### src/rtl/switch_pkg.sv
// Shared definitions for the switch egress path: packet header offsets,
// port address type, egress FSM states and a saturating increment helper.
package switch_pkg;

  // Byte offsets of the header fields inside a packet.
  localparam int PKT_DA  = 0;
  localparam int PKT_SA  = 1;
  localparam int PKT_LEN = 2;

  typedef logic [1:0] port_addr_t;

  typedef enum logic [1:0] {
    IDLE = 2'd0,
    SEND = 2'd1,
    GAP  = 2'd2
  } out_state_e;

  // Increment v, holding at the all-ones value of a w-bit counter.
  function automatic logic [31:0] sat_inc(input logic [31:0] v, input int w);
    logic [31:0] max_v;
    max_v = (32'd1 << w) - 32'd1;
    if (v >= max_v)
      return max_v;
    return v + 32'd1;
  endfunction

endpackage

### src/rtl/switch_pkt_fifo.sv
// Packet byte buffer for one egress port. Each entry holds {last, byte}.
// Writes advance a speculative pointer; commit publishes the packet to the
// reader, rewind throws the partial packet away. The read byte is registered.
module switch_pkt_fifo #(
  parameter int DEPTH = 16
) (
  input  logic                     clock,
  input  logic                     reset,
  input  logic                     push,
  input  logic [8:0]               push_data,
  input  logic                     commit,
  input  logic                     rewind,
  input  logic                     pop,
  output logic [7:0]               rd_byte,
  output logic                     head_last,
  output logic                     empty,
  output logic [$clog2(DEPTH):0]   free
);

  localparam int AW = $clog2(DEPTH);
  localparam int PW = AW + 1;

  logic [8:0]    mem [DEPTH];
  logic [PW-1:0] wr_ptr_reg;
  logic [PW-1:0] cmt_ptr_reg;
  logic [PW-1:0] rd_ptr_reg;
  logic [7:0]    rd_byte_reg;

  // Storage write; the array carries no reset so it maps onto RAM.
  always_ff @(posedge clock) begin
    if (push)
      mem[wr_ptr_reg[AW-1:0]] <= push_data;
  end

  // Pointer bookkeeping and registered read of the popped entry.
  always_ff @(posedge clock or posedge reset) begin
    if (reset) begin
      wr_ptr_reg  <= '0;
      cmt_ptr_reg <= '0;
      rd_ptr_reg  <= '0;
      rd_byte_reg <= '0;
    end else begin
      if (rewind)
        wr_ptr_reg <= cmt_ptr_reg;
      else if (push)
        wr_ptr_reg <= wr_ptr_reg + PW'(1);
      // Commit always accompanies the push of the last byte.
      if (commit)
        cmt_ptr_reg <= wr_ptr_reg + PW'(1);
      if (pop) begin
        rd_ptr_reg  <= rd_ptr_reg + PW'(1);
        rd_byte_reg <= mem[rd_ptr_reg[AW-1:0]][7:0];
      end
    end
  end

  // Space is counted against the speculative pointer so a packet being
  // written cannot overrun unread data; a popped entry frees up next cycle.
  assign free      = PW'(DEPTH) - (wr_ptr_reg - rd_ptr_reg);
  assign empty     = (rd_ptr_reg == cmt_ptr_reg);
  assign head_last = mem[rd_ptr_reg[AW-1:0]][8];
  assign rd_byte   = rd_byte_reg;

endmodule

### src/rtl/switch_out_port.sv
// Switch egress port: accepts whole packets from the switch core, drops
// packets that do not fit (and, with SWITCH_PARITY_CHK_EN defined, packets
// whose running XOR is nonzero), and serves committed packets to the reader
// over the data_out/ready/read handshake with one idle GAP cycle between them.
module switch_out_port
  import switch_pkg::*;
#(
  parameter int DEPTH = 16,
  parameter int CNT_W = 8
) (
  input  logic             clock,
  input  logic             reset,
  input  logic             wr_en,
  input  logic [7:0]       wr_data,
  input  logic             wr_last,
  output logic [7:0]       data_out,
  output logic             ready,
  input  logic             read,
  output logic [CNT_W-1:0] drop_cnt,
  output logic [CNT_W-1:0] err_cnt
);

  localparam int PW = $clog2(DEPTH) + 1;

  out_state_e       state_reg, state_next;
  logic [PW-1:0]    pkt_cnt_reg, pkt_cnt_next;
  logic             drop_flag_reg, drop_flag_next;
  logic [CNT_W-1:0] drop_cnt_reg;

  logic [PW-1:0]    free;
  logic             empty;
  logic             head_last;
  logic             wr_take, overflow, push, par_bad, commit, rewind, drop_done;
  logic             pop, last_pop;

  // Write side: bytes are ignored while a packet is being discarded.
  assign wr_take   = wr_en && !drop_flag_reg;
  assign overflow  = wr_take && (free == '0);
  assign push      = wr_take && (free != '0);
  assign commit    = push && wr_last && !par_bad;
  assign rewind    = overflow || par_bad;
  assign drop_done = wr_en && wr_last && (drop_flag_reg || overflow);

`ifdef SWITCH_PARITY_CHK_EN
  logic [7:0]       par_reg, par_next;
  logic [CNT_W-1:0] err_cnt_reg;

  // A packet whose bytes (parity byte included) XOR to nonzero is bad.
  assign par_bad = push && wr_last && ((par_reg ^ wr_data) != 8'h00);

  // Running XOR restarts at every packet boundary and after an overflow.
  always_comb begin
    par_next = par_reg;
    if (push)
      par_next = wr_last ? 8'h00 : (par_reg ^ wr_data);
    if (overflow)
      par_next = 8'h00;
  end

  // Parity state and error counter.
  always_ff @(posedge clock or posedge reset) begin
    if (reset) begin
      par_reg     <= 8'h00;
      err_cnt_reg <= '0;
    end else begin
      par_reg <= par_next;
      if (par_bad)
        err_cnt_reg <= CNT_W'(sat_inc(32'(err_cnt_reg), CNT_W));
    end
  end

  assign err_cnt = err_cnt_reg;
`else
  assign par_bad = 1'b0;
  assign err_cnt = '0;
`endif

  // Read side: pops only happen while presenting a packet.
  assign pop      = (state_reg == SEND) && read && !empty;
  assign last_pop = pop && head_last;

  switch_pkt_fifo #(.DEPTH(DEPTH)) u_fifo (
    .clock     (clock),
    .reset     (reset),
    .push      (push),
    .push_data ({wr_last, wr_data}),
    .commit    (commit),
    .rewind    (rewind),
    .pop       (pop),
    .rd_byte   (data_out),
    .head_last (head_last),
    .empty     (empty),
    .free      (free)
  );

  // Next-state for the egress FSM, the packet count and the drop flag.
  always_comb begin
    state_next     = state_reg;
    pkt_cnt_next   = pkt_cnt_reg;
    drop_flag_next = drop_flag_reg;
    case (state_reg)
      IDLE:    if (pkt_cnt_reg != '0) state_next = SEND;
      SEND:    if (last_pop) state_next = GAP;
      GAP:     state_next = IDLE;
      default: state_next = IDLE;
    endcase
    case ({commit, last_pop})
      2'b10:   pkt_cnt_next = pkt_cnt_reg + PW'(1);
      2'b01:   pkt_cnt_next = pkt_cnt_reg - PW'(1);
      default: pkt_cnt_next = pkt_cnt_reg;
    endcase
    if (drop_done)
      drop_flag_next = 1'b0;
    else if (overflow)
      drop_flag_next = 1'b1;
  end

  // State registers and the overflow drop counter.
  always_ff @(posedge clock or posedge reset) begin
    if (reset) begin
      state_reg     <= IDLE;
      pkt_cnt_reg   <= '0;
      drop_flag_reg <= 1'b0;
      drop_cnt_reg  <= '0;
    end else begin
      state_reg     <= state_next;
      pkt_cnt_reg   <= pkt_cnt_next;
      drop_flag_reg <= drop_flag_next;
      if (drop_done)
        drop_cnt_reg <= CNT_W'(sat_inc(32'(drop_cnt_reg), CNT_W));
    end
  end

  assign ready    = (state_reg == SEND);
  assign drop_cnt = drop_cnt_reg;

endmodule

### config.mk
export PLATFORM = sky130hd
export DESIGN_NAME = switch_out_port
export DESIGN_NICKNAME = d
export VERILOG_FILES = /design/src/rtl/switch_pkg.sv /design/src/rtl/switch_pkt_fifo.sv /design/src/rtl/switch_out_port.sv
export SDC_FILE = /design/constraint.sdc
export NUM_CORES = 1
export LEC_CHECK = 0
export CAP_MARGIN = 15
export CORE_MARGIN = 2
export CORE_UTILIZATION = 35
export CTS_CLUSTER_DIAMETER = 50
export CTS_CLUSTER_SIZE = 16
export DETAILED_ROUTE_END_ITERATION = 10
export GPL_TIMING_DRIVEN = 0
export PLACE_DENSITY = 0.59
export REMOVE_ABC_BUFFERS = 1
export SYNTH_ARGS = -nofsm -noshare
export SYNTH_HDL_FRONTEND = slang
export SYNTH_SLANG_ARGS = --single-unit
### constraint.sdc
create_clock -name clock -period 5.35 [get_ports clock]
set_input_delay 0.8025 -clock clock [delete_from_list [all_inputs] [get_ports clock]]
set_output_delay 0.8025 -clock clock [all_outputs]
set_load 0.02 [all_outputs]
# After elaboration in Yosys (flattened, before gate mapping)
# Memory sizes are Yosys's and may differ from the RTL's.
# Cells that the tools add are included.
dict set report word_totals {
  ff_bits 39
  mem_bits_rw 144
  out_inout_bits 25
  word_cells 57
  memories 1
}
dict set report op_classes {
  add_sub_neg 7
  n_lt_le_gt_ge 1
  n_eq_ne 6
  mux 14
  reduce_logical 20
}
# name depth width rd rd_clocked_by_memory_dff write_ports line
set memory_table {}
lappend memory_table {u_fifo.mem 16 9 1 0 1 switch_pkt_fifo.sv:23} ;# logic [8:0] mem [DEPTH];
# operator n
set ops {}
lappend ops {{8-bit 2-to-1 mux} 2}
lappend ops {{5-bit by 1-bit adder with 5-bit output (second input constant)} 3}
lappend ops {{5-bit 2-to-1 mux} 2}
lappend ops {{5-bit one-hot mux with 2 select lines} 1}
lappend ops {{5-bit nonzero test} 2}
lappend ops {{1-bit logical AND} 9}
lappend ops {{8-bit by 1-bit adder with 8-bit output (second input constant)} 1}
lappend ops {{8-bit greater-or-equal comparator (second input constant)} 1}
lappend ops {{1-bit 2-to-1 mux} 6}
lappend ops {{2-bit nonzero test} 3}
lappend ops {{5-bit equality test} 1}
lappend ops {{5-bit logical NOT} 1}
lappend ops {{5-bit by 1-bit subtractor with 5-bit output (second input constant)} 1}
lappend ops {{5-bit subtractor} 1}
lappend ops {{5-bit subtractor (first input constant)} 1}
lappend ops {{2-bit by 1-bit equality test with 1-bit output (second input constant)} 2}
lappend ops {{2-bit 2-to-1 mux} 2}
lappend ops {{2-bit one-hot mux with 2 select lines} 1}
lappend ops {{2-bit equality test (second input constant)} 1}
lappend ops {{1-bit logical NOT} 2}
lappend ops {{2-bit logical NOT} 1}
lappend ops {{2-bit by 1-bit != test with 1-bit output (second input constant)} 1}
lappend ops {{2-bit != test (second input constant)} 1}
lappend ops {{2-bit AND reduction} 1}
lappend ops {{1-bit logical OR} 1}

# Depth between registers and ports, before layout
dict set report logic_depth {
  depth_word 8
  mapped_depth 22
  depth_no_buf 18
}

# Hierarchy
# From an unflattened synthesis, not the netlist that was laid out.
dict set report unflattened {
  cells_unflattened 478
  area_unflattened_um2 7803.7
}
# mod instances cells_per_inst area_per_inst_um2 seq_area_each_um2
set modules_own_cells {}
lappend modules_own_cells {switch_pkt_fifo 1 375 6769.0 4899.7}
lappend modules_own_cells {switch_out_port 1 103 1034.7 400.4}

# Worst setup path before layout
# OpenSTA, ideal clock, no wires.
dict set report synth_path {
  kind {reg2reg}
  startpoint {register u_fifo.rd_ptr_reg[0]}
  endpoint {register pkt_cnt_reg[4]}
  setup_ps 79
  t_arrival_ps 4099
  t_required_ps 5271
  setup_slack_ps 1171
  path_stages_with_launch 22
  synth_period_minus_slack_ps 4179
  path_cell_list {dfrtp_1 -> buf_2 -> buf_4 -> buf_2 -> inv_1 -> ha_1 -> inv_1 -> ha_1 -> fa_1 -> nor4b_2 -> o21ai_4 -> and3_1 -> buf_6 -> inv_1 -> ha_1 -> inv_1 -> fa_1 -> nor2b_1 -> o21ai_0 -> and3_1 -> nor3_1 -> xor2_1}
}
dict set report synth_via {
  elab_chain_cells 7
  elab_cells_between_ends 14
}
# element line
set synth_rtl {}
lappend synth_rtl {{from (decl)} switch_pkt_fifo.sv:26} ;# logic [PW-1:0] rd_ptr_reg;
lappend synth_rtl {{from (signal assigned)} switch_pkt_fifo.sv:51} ;# rd_ptr_reg <= rd_ptr_reg + PW'(1);
lappend synth_rtl {{5-bit subtractor (2 in series)} switch_pkt_fifo.sv:59} ;# assign free = PW'(DEPTH) - (wr_ptr_reg - rd_ptr_reg);
lappend synth_rtl {{5-bit nonzero test} switch_out_port.sv:39} ;# assign push = wr_take && (free != '0);
lappend synth_rtl {{1-bit logical AND} switch_out_port.sv:39}
lappend synth_rtl {{1-bit logical AND} switch_out_port.sv:40} ;# assign commit = push && wr_last && !par_bad;
lappend synth_rtl {{2-bit by 1-bit equality test with 1-bit output / 2-bit equality test (equally long branches)} switch_out_port.sv:107} ;# case ({commit, last_pop})
lappend synth_rtl {{5-bit one-hot mux with 2 select lines / 2-bit nonzero test (equally long branches)} --}
lappend synth_rtl {{to (signal assigned)} switch_out_port.sv:127} ;# pkt_cnt_reg <= pkt_cnt_next;
lappend synth_rtl {{to (decl)} switch_out_port.sv:26} ;# logic [PW-1:0] pkt_cnt_reg, pkt_cnt_next;
# Several ways; a longest one is shown, not always the timed one.
# A chain may end at the register's enable or synchronous reset.

# Final worst setup path
# Ends and elaborated chain as after synthesis.

==> out/results.tsv <==
stage	metric	value	unit
status	outcome	completed	
cells_and_area	Syn-to-layout area delta	15.6	%
setup_path	most frequent cell on the critical path	inv_1	
cts	CTS buffer count	17	
cells_and_area	Largest register FFs	144	
global_route	antenna violations before repair	0	
place	PortBufs	29	
global_route	GR Overflow Total	0	
sta	Clock Skew	0.0128	ns
sta	Max-Slew Margin vs Limit	29.2	%
min_path	hold path depth	1	
cells_and_area	post-route cell area	0.00896	mm^2
place	placed cell areas	0.00831	mm^2
synth	most numerous cell in the Yosys netlist	edfxtp_1	
place	gpl congestion	0.824	
setup_path	Crit path largest cell delay	0.95	ns
synth	Post-synth top cells	144 x edfxtp_1, 39 x dfrtp_1, 36 x mux4_2, 28 x nand2_1	
synth	Synth cell types	51	
setup_path	critical path, cell by cell	inv_1 > ha_1 > inv_1 > ha_1 > fa_1 > nor4b_2 > o21ai_4 > and3_1 > inv_1 > ha_1 > inv_1 > fa_1 > nor2b_1 > o21ai_0 > and3_1 > nor3_1 > xor2_1	
cts	Clock transition at path regs	0.07	ns
global_route	met2 GRT Util	22.9	%
place	placed wire-length estimate	9.78	mm
cts	CTS Sinks	183	
setup_path	Critical R2R Launch	u_fifo.rd_ptr_reg[0]	
global_route	first-pass GRT wire length	24.5	mm
synth	Post-synth EDFFs	144	
sta	Fmax	203	MHz
setup_path	Setup CP Type	reg -> reg	
cts	hold_buf cts	0	
sta	hold_ws	0.448	ns
cells_and_area	Layout Nets	526	
cells_and_area	ant diodes	0	
synth	ranking of synthesized cells by area	edfxtp_1 56%, dfrtp_1 13%, mux4_2 10%	
sta	fin crit share	92.1	%
die	Site Rows	54	
synth	largest area contributor in the netlist	edfxtp_1	
cts	Max H-tree Level	4	
sta	Tmin final	4.93	ns
setup_path	CP startpoint kind	flop	
setup_path	worst r2r dst	pkt_cnt_reg[4]	
setup_path	Worst EP required	5.69	ns
sta	Slew @ Worst Pin	1.06	ns
cells_and_area	filler instances	1958	
routing	DRC viols	0	
global_route	global-route met3 utilization	2.75	%
cells_and_area	Non-Filler Instances	787	
cells_and_area	layout cell share with drive strength beyond 1	17.9	%
routing	post-DR wirelength/cell	19.8	um
synth	Synth Flop Type	edfxtp_1	
cts	CTS Root Cell	clkbuf_16	
min_path	Hold WC Path Type	reg -> reg	
power	Static Leak	3.10	nW
setup_path	Crit Path Max Fanout	41	
synth	Syn Area/Cell	16.7	um^2
place	Inst Count DP	753	
routing	drt total wl	15.6	mm
sta	Final Hold Fails	0	
die	Core ar.	0.0218	mm^2
synth	Synth Instances	464	
synth	ys async rst share	21.3	%
min_path	hold path startpoint	state_reg[1]	
setup_path	WP buf/inv	4	
cts	setup repair bufs after CTS	0	
job	MaxCap Viol Count	0	
synth	sequential area share after synthesis	68.4	%
routing	ANT nets after route	0	
routing	DR iter-0 viols	326	
global_route	gr busiest metal	met2	
sta	Finish-stage setup viols	0	
routing	First-pass DRT Iterations	4	
setup_path	R2R setup slack	0.42	ns
synth	top cell type's share of synthesized area	55.8	%
cts	Clock Path Buffers	2	
die	die width	153	um
cts	clk_lat worst skew	0.43	ns
sta	unrepaired setup endpoints after global routing	false	
global_route	total global-route track usage	13.8	%
setup_path	Data arrival, critical path	5.27	ns
global_route	pin count of the biggest net entering global routing	42	
min_path	hold endpoint	state_reg[0]	
setup_path	CP top delay family	adder cells	
die	die height	153	um
synth	Synth Register Bits	183	
die	io pins	38	
cts	post-cts resize count	0	
setup_path	CP endpoint kind	flop	
setup_path	Levels on crit path	17	
power	PwrDens	558	mW/mm^2
global_route	met1 Use GR	18.3	%
setup_path	R2R cell count	17	
synth	synthesized area	0.00775	mm^2
cts	CTS tree	done	
global_route	vias in the first global route	4239	
sta	Final Max Slew Viols	0	
routing	vias	4103	
routing	vias per cell	5.21	
power	Max rail drop VDD	0.000260	V
setup_path	slowest CP cell	dfrtp_4	
die	Initial Utilization	35.6	%
synth	YS warnings	0	
die	die area	0.0234	mm^2
==> layout make-up <==
class | count | area (um^2) | area share (%)
clock buffer | 18 | 429 | 4.79
tap | 280 | 350 | 3.91
clock inverter | 14 | 169 | 1.88
sequential | 183 | 5300 | 59.2
timing repair buffer | 32 | 353 | 3.94
inverter | 18 | 67.6 | 0.754
multi-input combinational | 242 | 2290 | 25.5
==> through the flow <==
stage          TNS (ns)  utilization, %  power, mW  setup WS [ns]
3_5_place_dp          0            38.2       3.76          0.175
4_1_cts               0            40.9       5.02          0.166
6_report              0            41.2       5.00          0.421
5_1_grt               0            41.2       5.29        0.00623
3_3_place_gp     -19.74            37.9       3.69          -1.51
2_1_floorplan         0               -       3.19          0.291
==> routing by layer <==
metal  part of all wire, %  wire (um)  up-vias
met5                     0          0        -
met4                  0.71        111        0
met3                   4.5        695        4
met2                    51       7980      106
met1                    44       6820     2140
li1                      -          -     1853
==> logic make-up (layout without fill, tap and decap cells) <==
| logic type | count (synthesis) | after routing | synth area share, % |
|---|---|---|---|
| buf+inv | 46 | 82 | 3.00 |
| mux | 48 | 48 | 12.3 |
| other cells | 1 | 8 | 0.0484 |
| xor+xnor | 18 | 18 | 2.21 |
| flops | 183 | 183 | 68.4 |
| compound gates | 63 | 63 | 5.49 |
| fa+ha+maj | 19 | 19 | 3.26 |
| simple gates | 86 | 86 | 5.31 |
==> worst register-to-register path, delay by kind of cell (launching register included) <==
| kind | cells | cell delay, ns |
|---|---|---|
| buf+inv | 4 | 0.44 |
| simple gates | 5 | 1.41 |
| xor+xnor | 1 | 0.17 |
| compound gates | 2 | 0.39 |
| flops | 1 | 0.95 |
| fa+ha+maj | 5 | 1.50 |
==> power breakdown <==
group | internal, mW | switching, mW | leakage (nW)
sequential | 1.79 | 0.290 | 1.77
clock | 0.672 | 0.584 | 0.294
combinational | 0.819 | 0.851 | 1.03
total | 3.28 | 1.72 | 3.10
==> cell usage in the layout, fill, tap and decap left out, types with 2 or more instances in the layout <==
cell             Yosys  routed
a211oi_1             2       2
a21o_1               2       2
a21oi_1              9       9
a2bb2oi_1            2       2
a31oi_1              2       2
and3_1               3       3
buf_16               0       2
clkbuf_16            0      17
clkdlybuf4s50_1      0      29
clkinv_8             0       2
conb_1               1       8
dfrtp_1             39      38
edfxtp_1           144     144
fa_1                 2       2
ha_1                17      17
inv_1               18      17
inv_6                0       6
inv_8                0       4
mux2_2               4       4
mux2_4               4       4
mux2i_1              4       4
mux4_2              36      36
nand2_1             28      28
nand2b_1             3       3
nand3_1             11      11
nand4_1              4       4
nor2_1              17      17
nor2b_1              3       3
nor3_1              11       6
nor3_2               0       5
o21ai_0              7       7
o21ai_1              2       2
o22a_1               2       2
o22ai_1             18      18
o31ai_1              8       8
xnor2_1              7       7
xor2_1              10      10
==> worst max path at each step <==
| stage | from | to |
|---|---|---|
| finish | u_fifo.rd_ptr_reg[0] | pkt_cnt_reg[4] |
| detailed placement | u_fifo.rd_ptr_reg[1] | pkt_cnt_reg[4] |
| global placement | u_fifo.rd_ptr_reg[0] | pkt_cnt_reg[4] |
| CTS | u_fifo.rd_ptr_reg[1] | pkt_cnt_reg[4] |
| global route | u_fifo.rd_ptr_reg[0] | pkt_cnt_reg[4] |
| floorplan | u_fifo.rd_ptr_reg[0] | pkt_cnt_reg[4] |
Note: power is estimated with default switching activity, not from simulation.
